==> src/rtl/spi_burst_engine.sv <==
// spi_burst_engine
//   Burst sequencer sitting in front of a byte-wide SPI controller. Software
//   queues bytes in a TX FIFO, requests a burst of i_len bytes, and the engine
//   configures the controller once, frames the burst with chip select, streams
//   the bytes out one at a time and collects each returned byte into an RX FIFO.
//
// Ports
//   i_clk, i_rst          clock, asynchronous active-high reset
//   i_cfg_mode/ratio      SPI mode and sclk divide ratio captured at start
//   i_len, i_start        burst length (1..16) and one-cycle burst request
//   i_tx_data/i_tx_wr     TX FIFO write port, o_tx_full
//   o_rx_data/o_rx_empty  RX FIFO head (first-word-fall-through), i_rx_rd pops
//   o_busy/o_done/o_err   status: burst active, completion pulse, reject pulse
//   o_cs_n                active-low chip select
//   o_ctl_*/i_ctl_*       controller side: config word, byte request, ready,
//                         received byte
module spi_burst_engine #(
  parameter int FIFO_DEPTH = 16
) (
  input  logic        i_clk,
  input  logic        i_rst,
  input  logic [1:0]  i_cfg_mode,
  input  logic [7:0]  i_cfg_ratio,
  input  logic [4:0]  i_len,
  input  logic        i_start,
  input  logic [7:0]  i_tx_data,
  input  logic        i_tx_wr,
  output logic        o_tx_full,
  output logic [7:0]  o_rx_data,
  output logic        o_rx_empty,
  input  logic        i_rx_rd,
  output logic        o_busy,
  output logic        o_done,
  output logic        o_err,
  output logic        o_cs_n,
  output logic [10:0] o_ctl_config,
  output logic [7:0]  o_ctl_tx,
  output logic        o_ctl_tx_valid,
  input  logic        i_ctl_ready,
  input  logic [7:0]  i_ctl_rx
);

  localparam int AW = $clog2(FIFO_DEPTH);
  localparam int CW = AW + 1;
  localparam logic [CW-1:0] DEPTH_C = CW'(FIFO_DEPTH);

  typedef enum logic [2:0] {
    IDLE, CFG, CFG_WAIT, CS_SETUP, LOAD, XFER_WAIT, CS_HOLD, FINISH
  } state_t;

  state_t      state_reg, state_next;
  logic [4:0]  len_left_reg, len_left_next;
  logic [1:0]  mode_reg, mode_next;
  logic [7:0]  ratio_reg, ratio_next;
  logic        hold_cnt_reg, hold_cnt_next;   // counts the two CS setup/hold cycles
  logic        err_reg, err_next;
  logic [7:0]  tx_byte_reg;

  // FIFO storage and bookkeeping
  logic [7:0]    tx_mem [FIFO_DEPTH];
  logic [7:0]    rx_mem [FIFO_DEPTH];
  logic [AW-1:0] tx_wr_ptr_reg, tx_rd_ptr_reg, rx_wr_ptr_reg, rx_rd_ptr_reg;
  logic [CW-1:0] tx_count_reg, rx_count_reg;
  logic [7:0]    rx_last_reg;                 // shown on o_rx_data while RX is empty

  logic tx_push, tx_pop, rx_push, rx_pop;
  logic tx_full, rx_empty;
  logic start_ok, cs_active, cfg_drive, tx_valid;

  assign tx_full  = (tx_count_reg == DEPTH_C);
  assign rx_empty = (rx_count_reg == '0);

  // A push into a full TX FIFO is only taken when the engine frees a slot
  // in the same cycle, so simultaneous push/pop at full keeps the count.
  assign tx_push = i_tx_wr && (!tx_full || tx_pop);
  assign rx_pop  = i_rx_rd && !rx_empty;

  assign start_ok = (i_len != 5'd0) && (i_len <= 5'd16)
                 && (8'(tx_count_reg) >= {3'b000, i_len})
                 && (8'(DEPTH_C - rx_count_reg) >= {3'b000, i_len});

  always_comb begin
    state_next    = state_reg;
    len_left_next = len_left_reg;
    mode_next     = mode_reg;
    ratio_next    = ratio_reg;
    hold_cnt_next = hold_cnt_reg;
    err_next      = 1'b0;
    tx_pop        = 1'b0;
    rx_push       = 1'b0;
    cs_active     = 1'b0;
    cfg_drive     = 1'b0;
    tx_valid      = 1'b0;
    case (state_reg)
      IDLE: begin
        if (i_start) begin
          if (start_ok) begin
            state_next    = CFG;
            len_left_next = i_len;
            mode_next     = i_cfg_mode;
            ratio_next    = i_cfg_ratio;
          end else begin
            err_next = 1'b1;
          end
        end
      end
      CFG: begin
        cfg_drive = 1'b1;
        if (!i_ctl_ready) state_next = CFG_WAIT;
      end
      CFG_WAIT: begin
        if (i_ctl_ready) begin
          state_next    = CS_SETUP;
          hold_cnt_next = 1'b0;
        end
      end
      CS_SETUP: begin
        cs_active = 1'b1;
        if (hold_cnt_reg) begin
          state_next = LOAD;
          tx_pop     = 1'b1;       // head byte lands in tx_byte_reg on LOAD entry
        end else begin
          hold_cnt_next = 1'b1;
        end
      end
      LOAD: begin
        cs_active = 1'b1;
        tx_valid  = 1'b1;
        if (!i_ctl_ready) state_next = XFER_WAIT;
      end
      XFER_WAIT: begin
        cs_active = 1'b1;
        if (i_ctl_ready) begin
          rx_push       = 1'b1;
          len_left_next = len_left_reg - 5'd1;
          if (len_left_reg == 5'd1) begin
            state_next    = CS_HOLD;
            hold_cnt_next = 1'b0;
          end else begin
            state_next = LOAD;
            tx_pop     = 1'b1;
          end
        end
      end
      CS_HOLD: begin
        cs_active = 1'b1;
        if (hold_cnt_reg) state_next = FINISH;
        else              hold_cnt_next = 1'b1;
      end
      FINISH:  state_next = IDLE;
      default: state_next = IDLE;
    endcase
  end

  always_ff @(posedge i_clk or posedge i_rst) begin
    if (i_rst) begin
      state_reg    <= IDLE;
      len_left_reg <= 5'd0;
      mode_reg     <= 2'd0;
      ratio_reg    <= 8'd0;
      hold_cnt_reg <= 1'b0;
      err_reg      <= 1'b0;
      tx_byte_reg  <= 8'd0;
    end else begin
      state_reg    <= state_next;
      len_left_reg <= len_left_next;
      mode_reg     <= mode_next;
      ratio_reg    <= ratio_next;
      hold_cnt_reg <= hold_cnt_next;
      err_reg      <= err_next;
      if (tx_pop) tx_byte_reg <= tx_mem[tx_rd_ptr_reg];
    end
  end

  // FIFO storage has no reset; emptiness is carried by the counts.
  always_ff @(posedge i_clk) begin
    if (tx_push) tx_mem[tx_wr_ptr_reg] <= i_tx_data;
    if (rx_push) rx_mem[rx_wr_ptr_reg] <= i_ctl_rx;
  end

  always_ff @(posedge i_clk or posedge i_rst) begin
    if (i_rst) begin
      tx_wr_ptr_reg <= '0;
      tx_rd_ptr_reg <= '0;
      tx_count_reg  <= '0;
      rx_wr_ptr_reg <= '0;
      rx_rd_ptr_reg <= '0;
      rx_count_reg  <= '0;
      rx_last_reg   <= 8'd0;
    end else begin
      if (tx_push) tx_wr_ptr_reg <= tx_wr_ptr_reg + AW'(1);
      if (tx_pop)  tx_rd_ptr_reg <= tx_rd_ptr_reg + AW'(1);
      if (tx_push && !tx_pop)      tx_count_reg <= tx_count_reg + CW'(1);
      else if (!tx_push && tx_pop) tx_count_reg <= tx_count_reg - CW'(1);

      if (rx_push) rx_wr_ptr_reg <= rx_wr_ptr_reg + AW'(1);
      if (rx_pop) begin
        rx_rd_ptr_reg <= rx_rd_ptr_reg + AW'(1);
        rx_last_reg   <= rx_mem[rx_rd_ptr_reg];
      end
      if (rx_push && !rx_pop)      rx_count_reg <= rx_count_reg + CW'(1);
      else if (!rx_push && rx_pop) rx_count_reg <= rx_count_reg - CW'(1);
    end
  end

  // Outputs decode from the asynchronously reset state, so chip select and
  // the byte request drop in the same cycle a reset is asserted.
  assign o_tx_full      = tx_full;
  assign o_rx_empty     = rx_empty;
  assign o_rx_data      = rx_empty ? rx_last_reg : rx_mem[rx_rd_ptr_reg];
  assign o_busy         = (state_reg != IDLE);
  assign o_done         = (state_reg == FINISH);
  assign o_err          = err_reg;
  assign o_cs_n         = !cs_active;
  assign o_ctl_config   = cfg_drive ? {ratio_reg, mode_reg, 1'b1} : 11'd0;
  assign o_ctl_tx       = tx_byte_reg;
  assign o_ctl_tx_valid = tx_valid;

endmodule

==> config.mk <==
export PLATFORM = sky130hd
export DESIGN_NAME = spi_burst_engine
export DESIGN_NICKNAME = d
export VERILOG_FILES = /design/src/rtl/spi_burst_engine.sv
export SDC_FILE = /design/constraint.sdc
export NUM_CORES = 1
export LEC_CHECK = 0
export ABC_CLOCK_PERIOD_IN_PS = 4400
export CAP_MARGIN = 20
export CORE_ASPECT_RATIO = 1.5
export CORE_MARGIN = 5
export CORE_UTILIZATION = 59
export DETAILED_ROUTE_END_ITERATION = 8
export PLACE_DENSITY_LB_ADDON = 0.3
export RECOVER_POWER = 25
export SYNTH_ARGS = -nofsm -noshare
export SYNTH_HDL_FRONTEND = slang
export SYNTH_SLANG_ARGS = --single-unit
==> constraint.sdc <==
create_clock -name i_clk -period 4.4 [get_ports i_clk]
set_clock_uncertainty 0.2 [all_clocks]
set_input_delay 1.32 -clock i_clk [delete_from_list [all_inputs] [get_ports i_clk]]
set_output_delay 1.32 -clock i_clk [all_outputs]
set_load 0.01 [all_outputs]
==> results of run 1 <==
[timing repair]
item,CTS,global route
gates resized for setup,16,8
cloned,1,0
setup buffers,3,2
setup endpoints to repair,8,6
pin swaps,0,1
[per-stage QoR]
stage                     TNS (ps)  setup WS [ps]  hold slack, ps  util (%)
after floorplan                  0            476             250         -
after global placement           0            223             264      65.3
after detailed placement         0            157             272      65.3
after CTS                    -17.4          -17.4             302      69.5
after global routing             0           12.3             319      69.7
final                            0           97.2             298      69.7
[cells by family (layout without fill, tap and decap cells)]
kind of cell	count (synthesis)	count (layout)	share of synthesized area, %
flip-flops	318	318	68.6
AND/OR/NAND/NOR	164	164	6.07
multiplexers	111	111	14.4
AO/OA/AOI/OAI	83	83	3.71
buffers and inverters	69	195	2.15
adder cells (fa/ha/maj)	34	34	3.27
XOR/XNOR	28	28	1.82
[routing by layer]
layer / wire [um] / part of all wire (%)
met5: 0 / 0
met4: 769 / 2.8
met3: 961 / 3.5
met2: 15600 / 57
met1: 9980 / 37
[worst register-to-register path, stage by stage (launching register included)]
cell and delay (ps):
dfrtp_1 390, inv_1 80, ha_1 160, nor4b_1 370, buf_4 220, o31ai_1 100
nand2_1 130, buf_4 260, ha_1 220, inv_1 100, fa_1 420, a21o_1 180
a21oi_1 160, xnor2_1 150, nor2_1 70, xor2_1 150
[power by group]
part,internal [mW],leakage (nW),switching [mW]
Clock,1.26,0.427,1.04
Sequential,3.67,3.06,0.528
Combinational,1.71,2.06,1.54
Total,6.64,5.55,3.11
[synth_stat cells, drive strengths merged (2+ instances only)]
library cell  instances  share of area [%]
a21o                  5               0.28
nor2                 49                1.4
inv                  26               0.72
ha                   32                3.0
nand2                45                1.3
a22oi                 2               0.11
fa                    2               0.30
nand2b                6               0.28
mux4                 64                 11
nand3                 7               0.35
nor2b                 3               0.14
a21oi                26               0.97
xnor2                23                1.5
nor4                  6               0.39
o31ai                 9               0.50
xor2                  5               0.33
nor3                 10               0.37
o21ai                30                1.1
mux2                 23                1.9
and3                  7               0.36
nor3b                 3               0.17
edfxtp              256                 57
and2                 18               0.84
buf                  20               0.78
dfrtp                62                 12
nand4                 6               0.28
mux2i                24                1.8
a211oi                2               0.11
clkbuf               22               0.61
[area by class of cell]
cell class                      count  area [sq um]  share of cell area (%)
Sequential cell                   318          9240                    59.0
Multi-Input combinational cell    420          3990                    25.5
Timing Repair Buffer              115          1110                    7.10
Clock buffer                       31           733                    4.68
Tap cell                          276           345                    2.21
Clock inverter                     22           131                   0.839
Inverter                           27           101                   0.647
[final timing paths]
kind                            slack, ps              from          endpoint
worst min-delay path                  300   tx_count_reg[4]   tx_count_reg[4]
max in group asynchronous            1830             i_rst  rx_rd_ptr_reg[0]
worst max-delay path                  100  rx_rd_ptr_reg[0]      o_rx_data[4]
worst max register to register        930   len_left_reg[1]   tx_count_reg[4]
min in group asynchronous            1350             i_rst   rx_count_reg[2]
worst min register to register        300   tx_count_reg[4]   tx_count_reg[4]
[placed cells by master (no fill, tap or decap), drive strengths merged, types with 7 or more instances in the layout]
cell | Yosys | layout
a21oi | 26 | 26
and2 | 18 | 18
and3 | 7 | 7
buf | 20 | 45
clkbuf | 22 | 31
clkdlybuf4s50 | 0 | 53
clkinv | 1 | 20
dfrtp | 62 | 62
dlygate4sd3 | 0 | 10
edfxtp | 256 | 256
ha | 32 | 32
inv | 26 | 27
mux2 | 23 | 23
mux2i | 24 | 24
mux4 | 64 | 64
nand2 | 45 | 45
nand3 | 7 | 7
nor2 | 49 | 49
nor3 | 10 | 10
o21ai | 30 | 30
o31ai | 9 | 9
xnor2 | 23 | 23
==> impl_metrics.yaml, run 1 <==
setup_path:
  path_cells: "buf_12 > mux4_2 > mux2_2 > a21oi_1 > o21ai_0 > clkdlybuf4s50_1"
  startpoint_type: "flip-flop"
  path_buf_inv: 2
  crit_family: "multiplexers"
  critPathRequiredTime_ps: 2880
  crit_type: "flip-flop to primary output"
  r2r_cells: 15
  crit_path_max_incr_delay_ps: 520
  cp_data_arrival_time_ps: 2780
  crit_fanout: 10
  crit_slowest_cell: "mux4_2"
  path_depth: 6
  end_kind: "primary output"
min_path:
  hold_depth: 1
  worstHoldPathType: "flip-flop to flip-flop"
sta:
  fin_crit_sh_pct: 97.8
  drv_slew: 0
  fmax_ghz: 0.232
  min_period_ps: 4300
  max_slew.worst_pin.slew_ps: 1220
  report.final.hold_viol_count: 0
  grt_setup_unrepaired: "no"
  slew_headroom_pct: 18.5
  finalSetupViolCount: 0
grt:
  met3_usage_pct: 2.73
  grtUsageMet2_pct: 41.2
  grt_pass1_wl_mm: 43.1
  grt_start_max_net_pins: 36
  grt_pass1_vias: 7783
  grt_usage_pct: 21.3
  top_usage_layer: "met2"
  overflow: 0
  grt.met1_usage_pct: 24.1
  antenna_found_initial: 0
final_layout:
  drive_above_1_share_pct: 20.7
  nets: 982
  layout.cells.non_filler: 1209
  antennaDiodeCount: 0
  n_fill_cell: 1418
  postLayoutCellArea_sq_um: 15700
  areaGrowthSynthToFinish_pct: 16.2
  largest_registers: "rx_mem: 128 flops, tx_mem: 128 flops"
power:
  power.density_nw_per_um2: 622
  power_leakage_nw: 5.55
  power_mw: 9.75
  vdd_drop_max_mv: 0.468
floorplan:
  die_w_um: 133
  coreArea_sq_um: 22500
  io_pins: 71
  start_util_pct: 60.0
  die_y_um: 195
  dieArea_sq_um: 26000
  num_rows: 67
drt:
  ant_nets: 0
  vias: 7204
  via_per_inst: 5.96
  drc: 0
  wl_mm: 27.3
  drtIter0Drc: 481
  wl_per_cell_um: 22.6
  drtPass1Iterations: 5
clocking:
  cts_made_buffers: 29
  cts_tree: "yes"
  clock_sinks: 318
  cts_max_path_buffers: 3
  ctsHoldBuffers: 0
  cts.clk_slew.worst_paths_ps: 60
  root_buffer: "clkbuf_16"
  htreeDepth: 1
  clock_latency_ps: 540
place:
  placed_area_sq_um: 14700
  dp_cells: 1150
  dp_hpwl_mm: 18.3
  io_buffers: 70
  gp_congestion: 0.866
synthesis:
  postSynthCellCount: 807
  yosys_warnings: 0
  synthFlopType: "edfxtp_1"
  syn_avg_cell_area_sq_um: 16.7
  synth.cell_area_sq_um: 13500
  synth_edf_count: 256
  seq_area_frac_synth_pct: 68.6
  ys_ff_latch: 318
  yosysUniqueCellTypes: 51
  async_flop_share_pct: 19.5
  syn_nets: 878
run_status:
  status: "finished, final reports clean"
flow_run:
  max_cap_violations: 0
Power figures use the tool's default switching activity.
==> run 2, diff against run 1 <==
SLEW_MARGIN = 20   (was unset)
==> results of run 2 <==
Final layout, timing and power as in run 1 (identical DEF).
